===== src/rtl/axi_grid_xni_pkg.sv =====
// Shared types and sizing helpers for the buffered grid cross-node interface.
// Default element field types stand in for the project-wide AXI grid types.
package axi_grid_xni_pkg;

    typedef enum logic [2:0] {
        AW = 3'd0,
        W  = 3'd1,
        B  = 3'd2,
        AR = 3'd3,
        R  = 3'd4
    } chan_e;

    localparam int NUM_CHAN = 5;

    typedef logic [3:0]  id_def_t;
    typedef logic [15:0] aw_def_t;
    typedef logic [15:0] w_def_t;
    typedef logic [3:0]  b_def_t;
    typedef logic [15:0] ar_def_t;
    typedef logic [15:0] r_def_t;

    function automatic int occ_w(int depth);
        return (depth < 1) ? 1 : $clog2(depth + 1);
    endfunction

    function automatic int max_i(int a, int b);
        return (a > b) ? a : b;
    endfunction

endpackage


===== src/rtl/axi_grid_xni_if.sv =====
// One grid channel link: routing IDs, payload and valid/ready handshake.
// master drives the element, slave returns ready.
interface axi_grid_xni_if #(
    parameter type id_t   = logic [3:0],
    parameter type chan_t = logic [15:0]
);
    id_t   did;
    id_t   sid;
    chan_t chan;
    logic  valid;
    logic  ready;

    modport master (output did, sid, chan, valid, input ready);
    modport slave  (input did, sid, chan, valid, output ready);
endinterface


===== src/rtl/axi_grid_xni_fifo.sv =====
// Elastic FIFO with occupancy, sticky high-water mark and synchronous flush.
// DEPTH=0 degenerates to a plain wire.
module axi_grid_xni_fifo
    import axi_grid_xni_pkg::*;
#(
    parameter int ELEM_WIDTH = 8,
    parameter int DEPTH      = 2,
    parameter int OCC_W      = occ_w(DEPTH)
) (
    input  logic                  clk_i,
    input  logic                  rst_ni,
    input  logic                  flush_i,
    input  logic [ELEM_WIDTH-1:0] elem_i,
    input  logic                  valid_i,
    output logic                  ready_o,
    output logic [ELEM_WIDTH-1:0] elem_o,
    output logic                  valid_o,
    input  logic                  ready_i,
    output logic [OCC_W-1:0]      occ_o,
    output logic [OCC_W-1:0]      hwm_o
);

    if (DEPTH == 0) begin : g_wire
        logic unused;
        assign unused  = ^{clk_i, rst_ni, flush_i};
        assign elem_o  = elem_i;
        assign valid_o = valid_i;
        assign ready_o = ready_i;
        assign occ_o   = '0;
        assign hwm_o   = '0;
    end else begin : g_buf
        localparam int PW = (DEPTH > 1) ? $clog2(DEPTH) : 1;
        localparam logic [PW-1:0]    LAST = PW'(DEPTH - 1);
        localparam logic [OCC_W-1:0] FULL = OCC_W'(DEPTH);

        logic [ELEM_WIDTH-1:0] mem_q [DEPTH];
        logic [PW-1:0]         wr_q, wr_d, rd_q, rd_d;
        logic [OCC_W-1:0]      occ_q, occ_d, hwm_q, hwm_d;
        logic                  rdy_q, rdy_d;
        logic                  push, pop;

        // ready is registered; flush only masks it, never ready_i
        assign ready_o = rdy_q & ~flush_i;
        assign valid_o = (occ_q != '0);
        assign elem_o  = mem_q[rd_q];
        assign occ_o   = occ_q;
        assign hwm_o   = hwm_q;
        assign push    = valid_i & ready_o;
        assign pop     = valid_o & ready_i;

        always_comb begin
            wr_d  = wr_q;
            rd_d  = rd_q;
            occ_d = occ_q;
            hwm_d = hwm_q;
            rdy_d = rdy_q;
            if (flush_i) begin
                wr_d  = '0;
                rd_d  = '0;
                occ_d = '0;
                hwm_d = '0;
                rdy_d = 1'b1;
            end else begin
                if (push) wr_d = (wr_q == LAST) ? '0 : wr_q + 1'b1;
                if (pop)  rd_d = (rd_q == LAST) ? '0 : rd_q + 1'b1;
                occ_d = occ_q + OCC_W'(push) - OCC_W'(pop);
                if (occ_d > hwm_q) hwm_d = occ_d;
                rdy_d = (occ_d < FULL);
            end
        end

        always_ff @(posedge clk_i) begin
            if (!rst_ni) begin
                wr_q  <= '0;
                rd_q  <= '0;
                occ_q <= '0;
                hwm_q <= '0;
                rdy_q <= 1'b0;
            end else begin
                wr_q  <= wr_d;
                rd_q  <= rd_d;
                occ_q <= occ_d;
                hwm_q <= hwm_d;
                rdy_q <= rdy_d;
            end
        end

        always_ff @(posedge clk_i) begin
            if (push) mem_q[wr_q] <= elem_i;
        end
    end

endmodule


===== src/rtl/axi_grid_xni_buf.sv =====
// Buffered grid cross-node interface: one elastic FIFO per AXI grid channel.
// Element = {did, sid, chan}, stored and released atomically.
module axi_grid_xni_buf
    import axi_grid_xni_pkg::*;
#(
    parameter type grid_id_t      = id_def_t,
    parameter type grid_aw_chan_t = aw_def_t,
    parameter type grid_w_chan_t  = w_def_t,
    parameter type grid_b_chan_t  = b_def_t,
    parameter type grid_ar_chan_t = ar_def_t,
    parameter type grid_r_chan_t  = r_def_t,
    parameter grid_id_t NI_ID     = '0,
    parameter int AW_DEPTH        = 2,
    parameter int W_DEPTH         = 2,
    parameter int B_DEPTH         = 2,
    parameter int AR_DEPTH        = 2,
    parameter int R_DEPTH         = 2,
    localparam int OCC_W = occ_w(max_i(max_i(max_i(AW_DEPTH, W_DEPTH),
                                             max_i(B_DEPTH, AR_DEPTH)), R_DEPTH))
) (
    input  logic               clk_i,
    input  logic               rst_ni,
    input  logic               flush_i,
    axi_grid_xni_if.slave      aw_s,
    axi_grid_xni_if.master     aw_m,
    axi_grid_xni_if.slave      w_s,
    axi_grid_xni_if.master     w_m,
    axi_grid_xni_if.slave      b_s,
    axi_grid_xni_if.master     b_m,
    axi_grid_xni_if.slave      ar_s,
    axi_grid_xni_if.master     ar_m,
    axi_grid_xni_if.slave      r_s,
    axi_grid_xni_if.master     r_m,
    output logic [OCC_W-1:0]   aw_occ_o,
    output logic [OCC_W-1:0]   aw_hwm_o,
    output logic [OCC_W-1:0]   w_occ_o,
    output logic [OCC_W-1:0]   w_hwm_o,
    output logic [OCC_W-1:0]   b_occ_o,
    output logic [OCC_W-1:0]   b_hwm_o,
    output logic [OCC_W-1:0]   ar_occ_o,
    output logic [OCC_W-1:0]   ar_hwm_o,
    output logic [OCC_W-1:0]   r_occ_o,
    output logic [OCC_W-1:0]   r_hwm_o
);

    localparam int IW    = 2 * $bits(grid_id_t);
    localparam int AW_EW = IW + $bits(grid_aw_chan_t);
    localparam int W_EW  = IW + $bits(grid_w_chan_t);
    localparam int B_EW  = IW + $bits(grid_b_chan_t);
    localparam int AR_EW = IW + $bits(grid_ar_chan_t);
    localparam int R_EW  = IW + $bits(grid_r_chan_t);

    // node ID is informational only
    grid_id_t ni_unused;
    assign ni_unused = NI_ID;

    logic [AW_EW-1:0] aw_ei, aw_eo;
    logic [W_EW-1:0]  w_ei,  w_eo;
    logic [B_EW-1:0]  b_ei,  b_eo;
    logic [AR_EW-1:0] ar_ei, ar_eo;
    logic [R_EW-1:0]  r_ei,  r_eo;

    assign aw_ei = {aw_s.did, aw_s.sid, aw_s.chan};
    assign w_ei  = {w_s.did,  w_s.sid,  w_s.chan};
    assign b_ei  = {b_s.did,  b_s.sid,  b_s.chan};
    assign ar_ei = {ar_s.did, ar_s.sid, ar_s.chan};
    assign r_ei  = {r_s.did,  r_s.sid,  r_s.chan};

    assign {aw_m.did, aw_m.sid, aw_m.chan} = aw_eo;
    assign {w_m.did,  w_m.sid,  w_m.chan}  = w_eo;
    assign {b_m.did,  b_m.sid,  b_m.chan}  = b_eo;
    assign {ar_m.did, ar_m.sid, ar_m.chan} = ar_eo;
    assign {r_m.did,  r_m.sid,  r_m.chan}  = r_eo;

    axi_grid_xni_fifo #(.ELEM_WIDTH(AW_EW), .DEPTH(AW_DEPTH), .OCC_W(OCC_W)) u_aw (
        .clk_i, .rst_ni, .flush_i,
        .elem_i(aw_ei), .valid_i(aw_s.valid), .ready_o(aw_s.ready),
        .elem_o(aw_eo), .valid_o(aw_m.valid), .ready_i(aw_m.ready),
        .occ_o(aw_occ_o), .hwm_o(aw_hwm_o));

    axi_grid_xni_fifo #(.ELEM_WIDTH(W_EW), .DEPTH(W_DEPTH), .OCC_W(OCC_W)) u_w (
        .clk_i, .rst_ni, .flush_i,
        .elem_i(w_ei), .valid_i(w_s.valid), .ready_o(w_s.ready),
        .elem_o(w_eo), .valid_o(w_m.valid), .ready_i(w_m.ready),
        .occ_o(w_occ_o), .hwm_o(w_hwm_o));

    axi_grid_xni_fifo #(.ELEM_WIDTH(B_EW), .DEPTH(B_DEPTH), .OCC_W(OCC_W)) u_b (
        .clk_i, .rst_ni, .flush_i,
        .elem_i(b_ei), .valid_i(b_s.valid), .ready_o(b_s.ready),
        .elem_o(b_eo), .valid_o(b_m.valid), .ready_i(b_m.ready),
        .occ_o(b_occ_o), .hwm_o(b_hwm_o));

    axi_grid_xni_fifo #(.ELEM_WIDTH(AR_EW), .DEPTH(AR_DEPTH), .OCC_W(OCC_W)) u_ar (
        .clk_i, .rst_ni, .flush_i,
        .elem_i(ar_ei), .valid_i(ar_s.valid), .ready_o(ar_s.ready),
        .elem_o(ar_eo), .valid_o(ar_m.valid), .ready_i(ar_m.ready),
        .occ_o(ar_occ_o), .hwm_o(ar_hwm_o));

    axi_grid_xni_fifo #(.ELEM_WIDTH(R_EW), .DEPTH(R_DEPTH), .OCC_W(OCC_W)) u_r (
        .clk_i, .rst_ni, .flush_i,
        .elem_i(r_ei), .valid_i(r_s.valid), .ready_o(r_s.ready),
        .elem_o(r_eo), .valid_o(r_m.valid), .ready_i(r_m.ready),
        .occ_o(r_occ_o), .hwm_o(r_hwm_o));

endmodule


===== src/flat_wrapper.sv =====
// flat-port wrapper written by rule: the top's interface ports become plain ports
module axi_grid_xni_buf_flat import axi_grid_xni_pkg::*;
#(
    parameter type grid_id_t      = id_def_t,
    parameter type grid_aw_chan_t = aw_def_t,
    parameter type grid_w_chan_t  = w_def_t,
    parameter type grid_b_chan_t  = b_def_t,
    parameter type grid_ar_chan_t = ar_def_t,
    parameter type grid_r_chan_t  = r_def_t,
    parameter grid_id_t NI_ID     = '0,
    parameter int AW_DEPTH        = 2,
    parameter int W_DEPTH         = 2,
    parameter int B_DEPTH         = 2,
    parameter int AR_DEPTH        = 2,
    parameter int R_DEPTH         = 2,
    localparam int OCC_W = occ_w(max_i(max_i(max_i(AW_DEPTH, W_DEPTH),
                                             max_i(B_DEPTH, AR_DEPTH)), R_DEPTH))
)
  (clk_i, rst_ni, flush_i, aw_occ_o, aw_hwm_o, w_occ_o, w_hwm_o, b_occ_o, b_hwm_o, ar_occ_o, ar_hwm_o, r_occ_o, r_hwm_o, aw_s_did, aw_s_sid, aw_s_chan, aw_s_valid, aw_s_ready, aw_m_did, aw_m_sid, aw_m_chan, aw_m_valid, aw_m_ready, w_s_did, w_s_sid, w_s_chan, w_s_valid, w_s_ready, w_m_did, w_m_sid, w_m_chan, w_m_valid, w_m_ready, b_s_did, b_s_sid, b_s_chan, b_s_valid, b_s_ready, b_m_did, b_m_sid, b_m_chan, b_m_valid, b_m_ready, ar_s_did, ar_s_sid, ar_s_chan, ar_s_valid, ar_s_ready, ar_m_did, ar_m_sid, ar_m_chan, ar_m_valid, ar_m_ready, r_s_did, r_s_sid, r_s_chan, r_s_valid, r_s_ready, r_m_did, r_m_sid, r_m_chan, r_m_valid, r_m_ready);
  axi_grid_xni_if #(.id_t(id_def_t), .chan_t(aw_def_t)) aw_s_i ();
  axi_grid_xni_if #(.id_t(id_def_t), .chan_t(aw_def_t)) aw_m_i ();
  axi_grid_xni_if #(.id_t(id_def_t), .chan_t(w_def_t)) w_s_i ();
  axi_grid_xni_if #(.id_t(id_def_t), .chan_t(w_def_t)) w_m_i ();
  axi_grid_xni_if #(.id_t(id_def_t), .chan_t(b_def_t)) b_s_i ();
  axi_grid_xni_if #(.id_t(id_def_t), .chan_t(b_def_t)) b_m_i ();
  axi_grid_xni_if #(.id_t(id_def_t), .chan_t(ar_def_t)) ar_s_i ();
  axi_grid_xni_if #(.id_t(id_def_t), .chan_t(ar_def_t)) ar_m_i ();
  axi_grid_xni_if #(.id_t(id_def_t), .chan_t(r_def_t)) r_s_i ();
  axi_grid_xni_if #(.id_t(id_def_t), .chan_t(r_def_t)) r_m_i ();
  input  logic clk_i;
  input  logic rst_ni;
  input  logic flush_i;
  output logic [OCC_W-1:0] aw_occ_o;
  output logic [OCC_W-1:0] aw_hwm_o;
  output logic [OCC_W-1:0] w_occ_o;
  output logic [OCC_W-1:0] w_hwm_o;
  output logic [OCC_W-1:0] b_occ_o;
  output logic [OCC_W-1:0] b_hwm_o;
  output logic [OCC_W-1:0] ar_occ_o;
  output logic [OCC_W-1:0] ar_hwm_o;
  output logic [OCC_W-1:0] r_occ_o;
  output logic [OCC_W-1:0] r_hwm_o;
  input wire logic [$bits(aw_s_i.did)-1:0] aw_s_did;
  input wire logic [$bits(aw_s_i.sid)-1:0] aw_s_sid;
  input wire logic [$bits(aw_s_i.chan)-1:0] aw_s_chan;
  input wire logic [$bits(aw_s_i.valid)-1:0] aw_s_valid;
  output wire logic [$bits(aw_s_i.ready)-1:0] aw_s_ready;
  output wire logic [$bits(aw_m_i.did)-1:0] aw_m_did;
  output wire logic [$bits(aw_m_i.sid)-1:0] aw_m_sid;
  output wire logic [$bits(aw_m_i.chan)-1:0] aw_m_chan;
  output wire logic [$bits(aw_m_i.valid)-1:0] aw_m_valid;
  input wire logic [$bits(aw_m_i.ready)-1:0] aw_m_ready;
  input wire logic [$bits(w_s_i.did)-1:0] w_s_did;
  input wire logic [$bits(w_s_i.sid)-1:0] w_s_sid;
  input wire logic [$bits(w_s_i.chan)-1:0] w_s_chan;
  input wire logic [$bits(w_s_i.valid)-1:0] w_s_valid;
  output wire logic [$bits(w_s_i.ready)-1:0] w_s_ready;
  output wire logic [$bits(w_m_i.did)-1:0] w_m_did;
  output wire logic [$bits(w_m_i.sid)-1:0] w_m_sid;
  output wire logic [$bits(w_m_i.chan)-1:0] w_m_chan;
  output wire logic [$bits(w_m_i.valid)-1:0] w_m_valid;
  input wire logic [$bits(w_m_i.ready)-1:0] w_m_ready;
  input wire logic [$bits(b_s_i.did)-1:0] b_s_did;
  input wire logic [$bits(b_s_i.sid)-1:0] b_s_sid;
  input wire logic [$bits(b_s_i.chan)-1:0] b_s_chan;
  input wire logic [$bits(b_s_i.valid)-1:0] b_s_valid;
  output wire logic [$bits(b_s_i.ready)-1:0] b_s_ready;
  output wire logic [$bits(b_m_i.did)-1:0] b_m_did;
  output wire logic [$bits(b_m_i.sid)-1:0] b_m_sid;
  output wire logic [$bits(b_m_i.chan)-1:0] b_m_chan;
  output wire logic [$bits(b_m_i.valid)-1:0] b_m_valid;
  input wire logic [$bits(b_m_i.ready)-1:0] b_m_ready;
  input wire logic [$bits(ar_s_i.did)-1:0] ar_s_did;
  input wire logic [$bits(ar_s_i.sid)-1:0] ar_s_sid;
  input wire logic [$bits(ar_s_i.chan)-1:0] ar_s_chan;
  input wire logic [$bits(ar_s_i.valid)-1:0] ar_s_valid;
  output wire logic [$bits(ar_s_i.ready)-1:0] ar_s_ready;
  output wire logic [$bits(ar_m_i.did)-1:0] ar_m_did;
  output wire logic [$bits(ar_m_i.sid)-1:0] ar_m_sid;
  output wire logic [$bits(ar_m_i.chan)-1:0] ar_m_chan;
  output wire logic [$bits(ar_m_i.valid)-1:0] ar_m_valid;
  input wire logic [$bits(ar_m_i.ready)-1:0] ar_m_ready;
  input wire logic [$bits(r_s_i.did)-1:0] r_s_did;
  input wire logic [$bits(r_s_i.sid)-1:0] r_s_sid;
  input wire logic [$bits(r_s_i.chan)-1:0] r_s_chan;
  input wire logic [$bits(r_s_i.valid)-1:0] r_s_valid;
  output wire logic [$bits(r_s_i.ready)-1:0] r_s_ready;
  output wire logic [$bits(r_m_i.did)-1:0] r_m_did;
  output wire logic [$bits(r_m_i.sid)-1:0] r_m_sid;
  output wire logic [$bits(r_m_i.chan)-1:0] r_m_chan;
  output wire logic [$bits(r_m_i.valid)-1:0] r_m_valid;
  input wire logic [$bits(r_m_i.ready)-1:0] r_m_ready;
  assign aw_s_i.did = aw_s_did;
  assign aw_s_i.sid = aw_s_sid;
  assign aw_s_i.chan = aw_s_chan;
  assign aw_s_i.valid = aw_s_valid;
  assign aw_s_ready = aw_s_i.ready;
  assign aw_m_did = aw_m_i.did;
  assign aw_m_sid = aw_m_i.sid;
  assign aw_m_chan = aw_m_i.chan;
  assign aw_m_valid = aw_m_i.valid;
  assign aw_m_i.ready = aw_m_ready;
  assign w_s_i.did = w_s_did;
  assign w_s_i.sid = w_s_sid;
  assign w_s_i.chan = w_s_chan;
  assign w_s_i.valid = w_s_valid;
  assign w_s_ready = w_s_i.ready;
  assign w_m_did = w_m_i.did;
  assign w_m_sid = w_m_i.sid;
  assign w_m_chan = w_m_i.chan;
  assign w_m_valid = w_m_i.valid;
  assign w_m_i.ready = w_m_ready;
  assign b_s_i.did = b_s_did;
  assign b_s_i.sid = b_s_sid;
  assign b_s_i.chan = b_s_chan;
  assign b_s_i.valid = b_s_valid;
  assign b_s_ready = b_s_i.ready;
  assign b_m_did = b_m_i.did;
  assign b_m_sid = b_m_i.sid;
  assign b_m_chan = b_m_i.chan;
  assign b_m_valid = b_m_i.valid;
  assign b_m_i.ready = b_m_ready;
  assign ar_s_i.did = ar_s_did;
  assign ar_s_i.sid = ar_s_sid;
  assign ar_s_i.chan = ar_s_chan;
  assign ar_s_i.valid = ar_s_valid;
  assign ar_s_ready = ar_s_i.ready;
  assign ar_m_did = ar_m_i.did;
  assign ar_m_sid = ar_m_i.sid;
  assign ar_m_chan = ar_m_i.chan;
  assign ar_m_valid = ar_m_i.valid;
  assign ar_m_i.ready = ar_m_ready;
  assign r_s_i.did = r_s_did;
  assign r_s_i.sid = r_s_sid;
  assign r_s_i.chan = r_s_chan;
  assign r_s_i.valid = r_s_valid;
  assign r_s_ready = r_s_i.ready;
  assign r_m_did = r_m_i.did;
  assign r_m_sid = r_m_i.sid;
  assign r_m_chan = r_m_i.chan;
  assign r_m_valid = r_m_i.valid;
  assign r_m_i.ready = r_m_ready;
  axi_grid_xni_buf #(.grid_id_t(grid_id_t), .grid_aw_chan_t(grid_aw_chan_t), .grid_w_chan_t(grid_w_chan_t), .grid_b_chan_t(grid_b_chan_t), .grid_ar_chan_t(grid_ar_chan_t), .grid_r_chan_t(grid_r_chan_t), .NI_ID(NI_ID), .AW_DEPTH(AW_DEPTH), .W_DEPTH(W_DEPTH), .B_DEPTH(B_DEPTH), .AR_DEPTH(AR_DEPTH), .R_DEPTH(R_DEPTH)) u_core (.clk_i(clk_i), .rst_ni(rst_ni), .flush_i(flush_i), .aw_s(aw_s_i), .aw_m(aw_m_i), .w_s(w_s_i), .w_m(w_m_i), .b_s(b_s_i), .b_m(b_m_i), .ar_s(ar_s_i), .ar_m(ar_m_i), .r_s(r_s_i), .r_m(r_m_i), .aw_occ_o(aw_occ_o), .aw_hwm_o(aw_hwm_o), .w_occ_o(w_occ_o), .w_hwm_o(w_hwm_o), .b_occ_o(b_occ_o), .b_hwm_o(b_hwm_o), .ar_occ_o(ar_occ_o), .ar_hwm_o(ar_hwm_o), .r_occ_o(r_occ_o), .r_hwm_o(r_hwm_o));
endmodule

===== config.mk =====
export PLATFORM = sky130hd
export DESIGN_NAME = axi_grid_xni_buf_flat
export DESIGN_NICKNAME = d
export VERILOG_FILES = /design/src/rtl/axi_grid_xni_pkg.sv /design/src/rtl/axi_grid_xni_if.sv /design/src/rtl/axi_grid_xni_fifo.sv /design/src/rtl/axi_grid_xni_buf.sv /design/src/flat_wrapper.sv
export SDC_FILE = /design/constraint.sdc
export NUM_CORES = 1
export LEC_CHECK = 0
export CORE_MARGIN = 2
export CORE_UTILIZATION = 48
export DETAILED_ROUTE_END_ITERATION = 10
export PLACE_DENSITY = 0.79
export RECOVER_POWER = 25
export SKIP_CTS_REPAIR_TIMING = 1
export SLEW_MARGIN = 10
export SYNTH_ARGS = -nofsm -noshare
export SYNTH_HDL_FRONTEND = slang
export SYNTH_SLANG_ARGS = --single-unit

===== constraint.sdc =====
create_clock -name clk_i -period 3.7 [get_ports clk_i]
set_input_delay 0.74 -clock clk_i [delete_from_list [all_inputs] [get_ports clk_i]]
set_output_delay 0.74 -clock clk_i [all_outputs]
set_load 0.03 [all_outputs]

# Word level (Yosys, flattened, before mapping)
# Memories as Yosys holds them, arrays and structs flattened. A register that Yosys moved wholly into a read port is not among the register bits.
# Cells that the tools add are included.
dict set report op_classes {
  bitwise 17
  n_addsub 20
  mux 35
  n_reduce_logical 6
  magnitude_cmp 10
}
# operator n
set op_table {}
lappend op_table {{2-to-1 mux 1 bit} 35}
lappend op_table {{bitwise AND 1 bit} 15}
lappend op_table {{adder 1 bit, second input constant} 10}
lappend op_table {{adder 2 x 1 -> 2 bit} 5}
lappend op_table {{> comparator 2 bit} 5}
lappend op_table {{< comparator 2 bit, second input constant} 5}
lappend op_table {{nonzero test 2 bit} 5}
lappend op_table {{subtractor 2 x 1 -> 2 bit} 5}
lappend op_table {{NOT 1 bit} 2}
lappend op_table {{OR reduction 2 bit} 1}
dict set report word_totals {
  n_memories 5
  ff_bits 35
  inputBits 121
  out_inout_bits 138
  ram_bits 216
}
# memory depth word_bits read_ports rd_ports_with_merged_regs write_ports line_no
set mem_list {}
lappend mem_list {u_core.u_ar.g_buf.mem_q 2 24 1 1 1 axi_grid_xni_fifo.sv:36} ;# logic [ELEM_WIDTH-1:0] mem_q [DEPTH];
lappend mem_list {u_core.u_aw.g_buf.mem_q 2 24 1 1 1 axi_grid_xni_fifo.sv:36}
lappend mem_list {u_core.u_r.g_buf.mem_q 2 24 1 1 1 axi_grid_xni_fifo.sv:36}
lappend mem_list {u_core.u_w.g_buf.mem_q 2 24 1 1 1 axi_grid_xni_fifo.sv:36}
lappend mem_list {u_core.u_b.g_buf.mem_q 2 12 1 1 1 axi_grid_xni_fifo.sv:36}

# Longest topological paths before layout
# Gate-level depths: netlist of run 1.
dict set report depth {
  depth_word 7
  mapped_depth 14
}

# Modules after synthesis
# Synthesis of run 1 repeated with hierarchy kept, for this count alone.
dict set report unflattened {
  cells_unflattened 537
  area_unflattened_um2 9658.0
}
# module cells_each area_each_um2 n_inst
set by_module_without_submodules {}
lappend by_module_without_submodules {{axi_grid_xni_fifo (u_core.u_ar ...)} 115 2105.8 4}
lappend by_module_without_submodules {{axi_grid_xni_fifo (u_core.u_b)} 77 1234.9 1}

# Worst setup path before layout of run 1
# No wires, ideal clock.
dict set report synth_timing {
  path_type {in2reg}
  from {input port flush_i}
  to {register u_core.u_r.g_buf.hwm_q[0], in the netlist u_core.u_r.hwm_o[0]}
  n_path_buf 1
  setup_time_ns 0.117
  required_ns 3.583
  t_arrival_ns 2.998
  stages 14
  setup_slack_ns 0.585
  path_cell_list {buf_4 > nor2b_4 > nand2_2 > ha_1 > inv_1 > ha_1 > xnor2_1 > xor2_1 > inv_2 > ha_1 > nor2b_1 > o21ai_2 > mux2i_1 > nor2_1}
}
dict set report synth_via {
  elab_chain_cells 6
  elab_cells_between_ends 7
  classes_between {2 x add/sub; 1 x order compare; 3 x bitwise; 1 x reduce/logical}
}
# item line_no
set synth_lines {}
lappend synth_lines {{start, declared} flat_wrapper.sv:32} ;# input logic flush_i;
lappend synth_lines {{NOT 1 bit (*)} axi_grid_xni_fifo.sv:43} ;# assign ready_o = rdy_q & ~flush_i;
lappend synth_lines {{bitwise AND 1 bit (*)} axi_grid_xni_fifo.sv:43}
lappend synth_lines {{named net r_s_ready} flat_wrapper.sv:87} ;# output wire logic [$bits(r_s_i.ready)-1:0] r_s_ready;
lappend synth_lines {{bitwise AND 1 bit (*)} axi_grid_xni_fifo.sv:48} ;# assign push = valid_i & ready_o;
lappend synth_lines {{adder 2 x 1 -> 2 bit (*)} axi_grid_xni_fifo.sv:66} ;# occ_d = occ_q + OCC_W'(push) - OCC_W'(pop);
lappend synth_lines {{subtractor 2 x 1 -> 2 bit (*)} axi_grid_xni_fifo.sv:66}
lappend synth_lines {{> comparator 2 bit} axi_grid_xni_fifo.sv:67} ;# if (occ_d > hwm_q) hwm_d = occ_d;
lappend synth_lines {{end signal, assigned} axi_grid_xni_fifo.sv:83} ;# hwm_q <= hwm_d;
lappend synth_lines {{end, declared} axi_grid_xni_fifo.sv:38} ;# logic [OCC_W-1:0] occ_q, occ_d, hwm_q, hwm_d;
# The timed path passes the listed nets; every way through them passes the cells marked *.
# A chain may end at the register's enable or synchronous reset.

# Final worst setup path of run 1
dict set report layout_timing {
  from {input port flush_i}
  to {register u_core.u_r.g_buf.hwm_q[1], in the netlist u_core.u_r.hwm_o[1]}
}
dict set report layout_via {
  elab_chain_cells 6
  elab_cells_between_ends 7
  classes_between {2 x add/sub; 1 x order compare; 3 x bitwise; 1 x reduce/logical}
}
# item line_no
set layout_lines {}
lappend layout_lines {{NOT 1 bit} axi_grid_xni_fifo.sv:43}
lappend layout_lines {{bitwise AND 1 bit} axi_grid_xni_fifo.sv:43}
lappend layout_lines {{bitwise AND 1 bit} axi_grid_xni_fifo.sv:48}
lappend layout_lines {{adder 2 x 1 -> 2 bit} axi_grid_xni_fifo.sv:66}
lappend layout_lines {{subtractor 2 x 1 -> 2 bit} axi_grid_xni_fifo.sv:66}
lappend layout_lines {{> comparator 2 bit} axi_grid_xni_fifo.sv:67}
# Parallel ways exist; a longest one is shown, timed or not.

==> results.json, run 1 <==
{
  "final_cell_mix": "edfxtp_1, clkdlybuf4s50_1, mux2_2, dlygate4sd3_1, dfxtp_1",
  "grt_max_degree": 25,
  "rows": 52,
  "ys_top_cells_by_area": "edfxtp_1, mux2_2, dfxtp_1",
  "core_area_um2": 20000,
  "overflow": 0,
  "finalSetupTns_ps": 0,
  "syn-num-nets": 679,
  "hold_path_class": "flop to flop",
  "r2r_cells": 13,
  "syn_avg_cell_area_um2": 18.0,
  "avgViaCountPerCell": 4.87,
  "design_area_um2": 13500,
  "grt_pass1_vias": 5816,
  "synth-edff-count": 216,
  "yosysWarnings": 0,
  "yosysTopAreaCell": "edfxtp_1",
  "rsz0062_at_grt": "no",
  "status": "finished, final reports clean",
  "die_area_um2": 21400,
  "min-delay-start": "u_core.u_aw.g_buf.rd_q",
  "ctsHtreeMaxLevel": 1,
  "track_usage": 0.183,
  "wire_per_inst_um": 17.9,
  "cts_made_buffers": 26,
  "port_buffers": 258,
  "drtPass1Iterations": 6,
  "post-route-min-period_ps": 3210,
  "synth_top_area_frac": 0.668,
  "maxSlewViolCount": 0,
  "ir_worst_vdd_mv": 0.437,
  "syn_inst": 538,
  "cts_root_buf": "clkbuf_16",
  "p_leak_nw": 4.79,
  "clk_latency_ps": 510,
  "io_pins": 259,
  "detail_route.iter0.violations": 169,
  "syn_to_final_growth_pct": 39.2,
  "drtAntennaViolNets": 0,
  "clock_sinks": 256,
  "fin_skew_ps": 6.74,
  "syn_area_um2": 9700,
  "swShare": 0.207,
  "worst_pin_slew_ps": 663,
  "critPathLaunchType": "input pin",
  "initial_core_util": 0.484,
  "min_path_cells": 2,
  "place_congestion": 0.765,
  "async_flop_share": 0,
  "layout.nets": 962,
  "ys.flop_type": "edfxtp_1",
  "clock_path_buffers": 3,
  "die_y_um": 146,
  "grt_pass1_wl_um": 31000,
  "min_to": "u_core.u_aw.g_buf.rd_q",
  "p_comb_frac": 0.081,
  "dpl-instance-area_um2": 12700,
  "path_clk_slew_ps": 60,
  "yosysSeqAreaShare": 0.751,
  "ys_ff_latch": 256,
  "power_density_nw_per_um2": 459,
  "finalHoldViolations": 0,
  "criticalPathCategory": "input pin to flop",
  "internal_power_mw": 4.91,
  "drive_gt1_frac": 0.226,
  "routed_wl_um": 20000,
  "end_kind": "flop",
  "hpwl_um": 14000,
  "cap_violations": 0,
  "rrSetupSlack_ps": 840,
  "worstReg2RegEnd": "u_core.u_r.hwm_o[1]",
  "cts_tree": "built",
  "final_common_cell": "edfxtp_1",
  "path_max_fanout": 11,
  "seqPwrFrac": 0.516,
  "max-slew-margin-rel": 0.558,
  "setup_viol_count_final": 0,
  "vias": 5420,
  "post-route-drc-count": 0,
  "required_ps": 4070,
  "antenna_found_initial": 3,
  "r2r_start": "u_core.u_r.occ_o[0]",
  "clock.fmax_ghz": 0.312,
  "die_w_um": 146,
  "ys_types": 24,
  "period_share": 0.867,
  "p_sw_mw": 1.28,
  "clockPowerShare": 0.403,
  "cp.arrival_ps": 3580
}
-- cells in the mapped netlist, types with 9 or more instances --
| master | n |
|---|---|
| ha_1 | 20 |
| buf_2 | 15 |
| mux2i_1 | 10 |
| xor2_1 | 10 |
| edfxtp_1 | 216 |
| dfxtp_1 | 40 |
| mux2_2 | 108 |
| inv_1 | 15 |
| nor2_1 | 40 |
| xnor2_1 | 9 |
-- worst max-delay path, stage by stage --
cell and delay (ps):
clkdlybuf4s50_1 450, buf_12 180, nor2b_4 130, nand2_2 90
ha_1 280, inv_1 40, ha_1 180, xnor2_1 200
xor2_1 320, inv_2 70, ha_1 290, nor2b_1 150
o21ai_2 170, mux2i_1 230, nor2_1 60
-- cells by family (layout without fill, tap and decap cells) --
| kind of cell | count (synthesis) | in the layout | share of synthesized area |
|---|---|---|---|
| flip-flops | 256 | 256 | 0.751 |
| multiplexers | 118 | 118 | 0.136 |
| AND/OR/NAND/NOR | 76 | 76 | 0.0426 |
| buffers and inverters | 38 | 341 | 0.0178 |
| adder cells (fa/ha/maj) | 20 | 20 | 0.0258 |
| XOR/XNOR | 20 | 20 | 0.0188 |
| AO/OA/AOI/OAI | 10 | 10 | 0.00838 |
| other | 0 | 3 | 0 |
-- layer usage --
| metal | wire length, um | vias up | track usage |
|---|---|---|---|
| li1 | - | 2561 | - |
| met1 | 7590 | 2634 | 0.205 |
| met2 | 10700 | 179 | 0.341 |
| met3 | 1120 | 46 | 0.0381 |
| met4 | 605 | 0 | 0.0684 |
| met5 | 0 | - | 0 |
-- stage by stage --
stage | instances | power, mW | hold WS, ps | utilization | worst slack (ps)
after floorplan | 538 | 3.50 | 480 | - | 585
after global placement | 1063 | 3.75 | 495 | 0.632 | 188
after detailed placement | 1063 | 3.78 | 502 | 0.632 | -46.4
after CTS | 1111 | 6.29 | 518 | 0.674 | 487
after global routing | 1114 | 6.41 | 552 | 0.674 | 327
final | 1114 | 6.20 | 512 | 0.674 | 491
-- power by group through the flow --
stage               combinational [mW]  sequential, mW  clock [mW]
global placement                 0.500            3.25           0
finish                           0.501            3.20        2.50
CTS                              0.523            3.20        2.57
detailed placement               0.518            3.26           0
global route                     0.531            3.20        2.68
floorplan                        0.234            3.26           0
-- flip-flops by register name, summed over array words and instances, names as in the netlist, 24 cells and up, named ones only --
| register | count |
|---|---|
| u_core.u_ar.g_buf.mem_q | 48 |
| u_core.u_aw.g_buf.mem_q | 48 |
| u_core.u_r.g_buf.mem_q | 48 |
| u_core.u_w.g_buf.mem_q | 48 |
| u_core.u_b.g_buf.mem_q | 24 |
-- how the worst max path moves through the flow --
stage                                      to  slack [ps]    start  cells after the start
after floorplan           u_core.u_r.hwm_o[0]         590  flush_i                     14
after global placement    u_core.u_r.hwm_o[1]         190  flush_i                     15
after detailed placement  u_core.u_r.hwm_o[1]         -50  flush_i                     15
after CTS                 u_core.u_r.hwm_o[1]         490  flush_i                     15
after global routing      u_core.u_r.hwm_o[0]         330  flush_i                     15
final                     u_core.u_r.hwm_o[1]         490  flush_i                     15
-- cell type report --
class | instances | area, um^2
diodes | 3 | 7.51
inverters | 20 | 75.1
fillers | 1438 | 6530
clock inverters | 13 | 124
repair buffers | 273 | 2720
multi-input cells | 244 | 2250
well taps | 270 | 338
flip-flops and latches | 256 | 7290
clock buffers | 35 | 706
(Power assumes the default switching activity.)
==> run 2, diff against run 1 <==
--- a/config.mk
+++ b/config.mk
@@ -6,9 +6,9 @@
 export NUM_CORES = 1
 export LEC_CHECK = 0
 export CORE_MARGIN = 2
-export CORE_UTILIZATION = 48
+export CORE_UTILIZATION = 45
 export DETAILED_ROUTE_END_ITERATION = 10
-export PLACE_DENSITY = 0.79
+export PLACE_DENSITY = 0.75
 export RECOVER_POWER = 25
 export SKIP_CTS_REPAIR_TIMING = 1
 export SLEW_MARGIN = 10
==> run 2 against run 1 <==
Compared with the run above:
- count of clock-buffer cells in the layout down 5
- non-clock buffer count up 1
- critical path depth unchanged
- via count up 0.55%
- critical endpoint is now u_core.u_w.hwm_o[0]
==> results.json, run 2 (synthesis gave the netlist of run 1 again) <==
{
  "setup_viol_count_final": 0,
  "clock_sinks": 256,
  "cpMostUsedCell": "ha_1",
  "cp_slowest_cell": "clkdlybuf4s50_1",
  "clk_latency_ps": 510,
  "hold_path_class": "flop to flop",
  "rsz0062_at_grt": "no",
  "final_cell_mix": "edfxtp_1, clkdlybuf4s50_1, mux2_2, dlygate4sd3_1, dfxtp_1",
  "ctsHtreeMaxLevel": 1,
  "layout.nets": 964,
  "initial_core_util": 0.460,
  "r2r_cells": 13,
  "vias": 5450,
  "path_clk_slew_ps": 60,
  "routed_wl_um": 20200,
  "detail_route.iter0.violations": 195,
  "multi_input_area_um2": 2250,
  "post-route-min-period_ps": 3110,
  "die_area_um2": 22800,
  "cts_tree": "built",
  "layoutNonFillerInstCount": 1116,
  "worstReg2RegEnd": "u_core.u_w.hwm_o[0]",
  "io_pins": 259,
  "crit_end": "u_core.u_w.hwm_o[0]",
  "power_density_nw_per_um2": 464,
  "status": "finished, final reports clean",
  "rows": 53,
  "finalSetupTns_ps": 0,
  "criticalPathCategory": "input pin to flop",
  "path_max_fanout": 11,
  "drtPass1Iterations": 4,
  "dpl-instance-area_um2": 12700,
  "wire_per_inst_um": 18.1,
  "design_area_um2": 13500,
  "track_usage": 0.172,
  "grt_pass1_vias": 5784,
  "die_y_um": 151,
  "cts_made_buffers": 27,
  "p_leak_nw": 4.81,
  "nFillCells": 1516,
  "dp.cells": 1069,
  "maxSlewViolCount": 0,
  "antenna_cells": 0,
  "worst_pin_slew_ps": 584,
  "overflow": 0,
  "hpwl_um": 13900,
  "cp.arrival_ps": 3500,
  "fin_skew_ps": 8.59,
  "cts_root_buf": "clkbuf_16",
  "avgViaCountPerCell": 4.88,
  "end_kind": "flop",
  "post-route-drc-count": 0,
  "clock_path_buffers": 3,
  "cp_cell_sequence": "clkdlybuf4s50_1 -> buf_12 -> nor2b_4 -> nand2_2 -> ha_1 -> inv_1 -> ha_1 -> xnor2_1 -> xor2_1 -> inv_2 -> ha_1 -> nor2b_1 -> o21ai_2 -> mux2i_1 -> nor2_1",
  "grt_max_degree": 25,
  "seq_area_um2": 7290,
  "drtAntennaViolNets": 0,
  "clock.fmax_ghz": 0.321,
  "antenna_found_initial": 0,
  "critPathMaxStageDelay_ps": 440,
  "grt_pass1_wl_um": 30400,
  "max-slew-margin-rel": 0.611,
  "final_common_cell": "edfxtp_1",
  "ir_worst_vdd_mv": 0.387,
  "core_area_um2": 21100,
  "rrSetupSlack_ps": 850,
  "finalHoldViolations": 0,
  "syn_to_final_growth_pct": 39.4,
  "period_share": 0.842,
  "required_ps": 4080,
  "critPathLaunchType": "input pin",
  "place_congestion": 0.742,
  "die_w_um": 151,
  "drive_gt1_frac": 0.226,
  "crit_start": "flush_i",
  "cap_violations": 0,
  "port_buffers": 258,
  "power_mw": 6.27,
  "r2r_start": "u_core.u_w.occ_o[0]"
}
-- run 2: where the power goes --
group | leakage, nW | internal, mW | switching (mW)
Sequential | 2.29 | 3.18 | 0.0156
Clock | 0.415 | 1.53 | 1.04
Combinational | 2.11 | 0.250 | 0.250
Total | 4.81 | 4.96 | 1.30
-- run 2: cell type report --
type                    instances  share of cell area
flip-flops and latches        256               0.539
repair buffers                274               0.201
clock buffers                  30              0.0508
well taps                     275              0.0254
multi-input cells             244               0.167
inverters                      20             0.00555
clock inverters                17              0.0118
-- run 2: metrics by stage --
stage	setup WS [ps]	utilization	hold slack [ps]
floorplan	585	-	480
global placement	199	0.601	496
detailed placement	13.1	0.601	500
CTS	553	0.641	531
global route	373	0.641	564
finish	586	0.641	525
-- run 2: worst min path at each step --
stage / end / from / cells past startpoint
after detailed placement: u_core.u_aw.g_buf.rd_q / u_core.u_aw.g_buf.rd_q / 2
after CTS: u_core.u_r.g_buf.rd_q / u_core.u_r.g_buf.rd_q / 2
final: flop / u_core.u_ar.g_buf.rd_q / 2
after global routing: u_core.u_r.g_buf.rd_q / u_core.u_r.g_buf.rd_q / 2
after floorplan: flop / u_core.u_r.g_buf.rd_q / 2
after global placement: u_core.u_aw.g_buf.rd_q / u_core.u_aw.g_buf.rd_q / 2
-- run 2: metal layers --
layer	GRT usage	vias to the layer above	routed length, um
met5	0	-	0
li1	-	2559	-
met2	0.313	182	10700
met1	0.202	2671	7750
met4	0.0598	0	548
met3	0.0331	38	1200
-- run 2: critical path: cells and delay by family --
kind / cells / cell delay, ps
multiplexers: 1 / 210
AND/OR/NAND/NOR: 4 / 420
adder cells (fa/ha/maj): 3 / 740
XOR/XNOR: 2 / 490
buffers and inverters: 4 / 720
AO/OA/AOI/OAI: 1 / 160
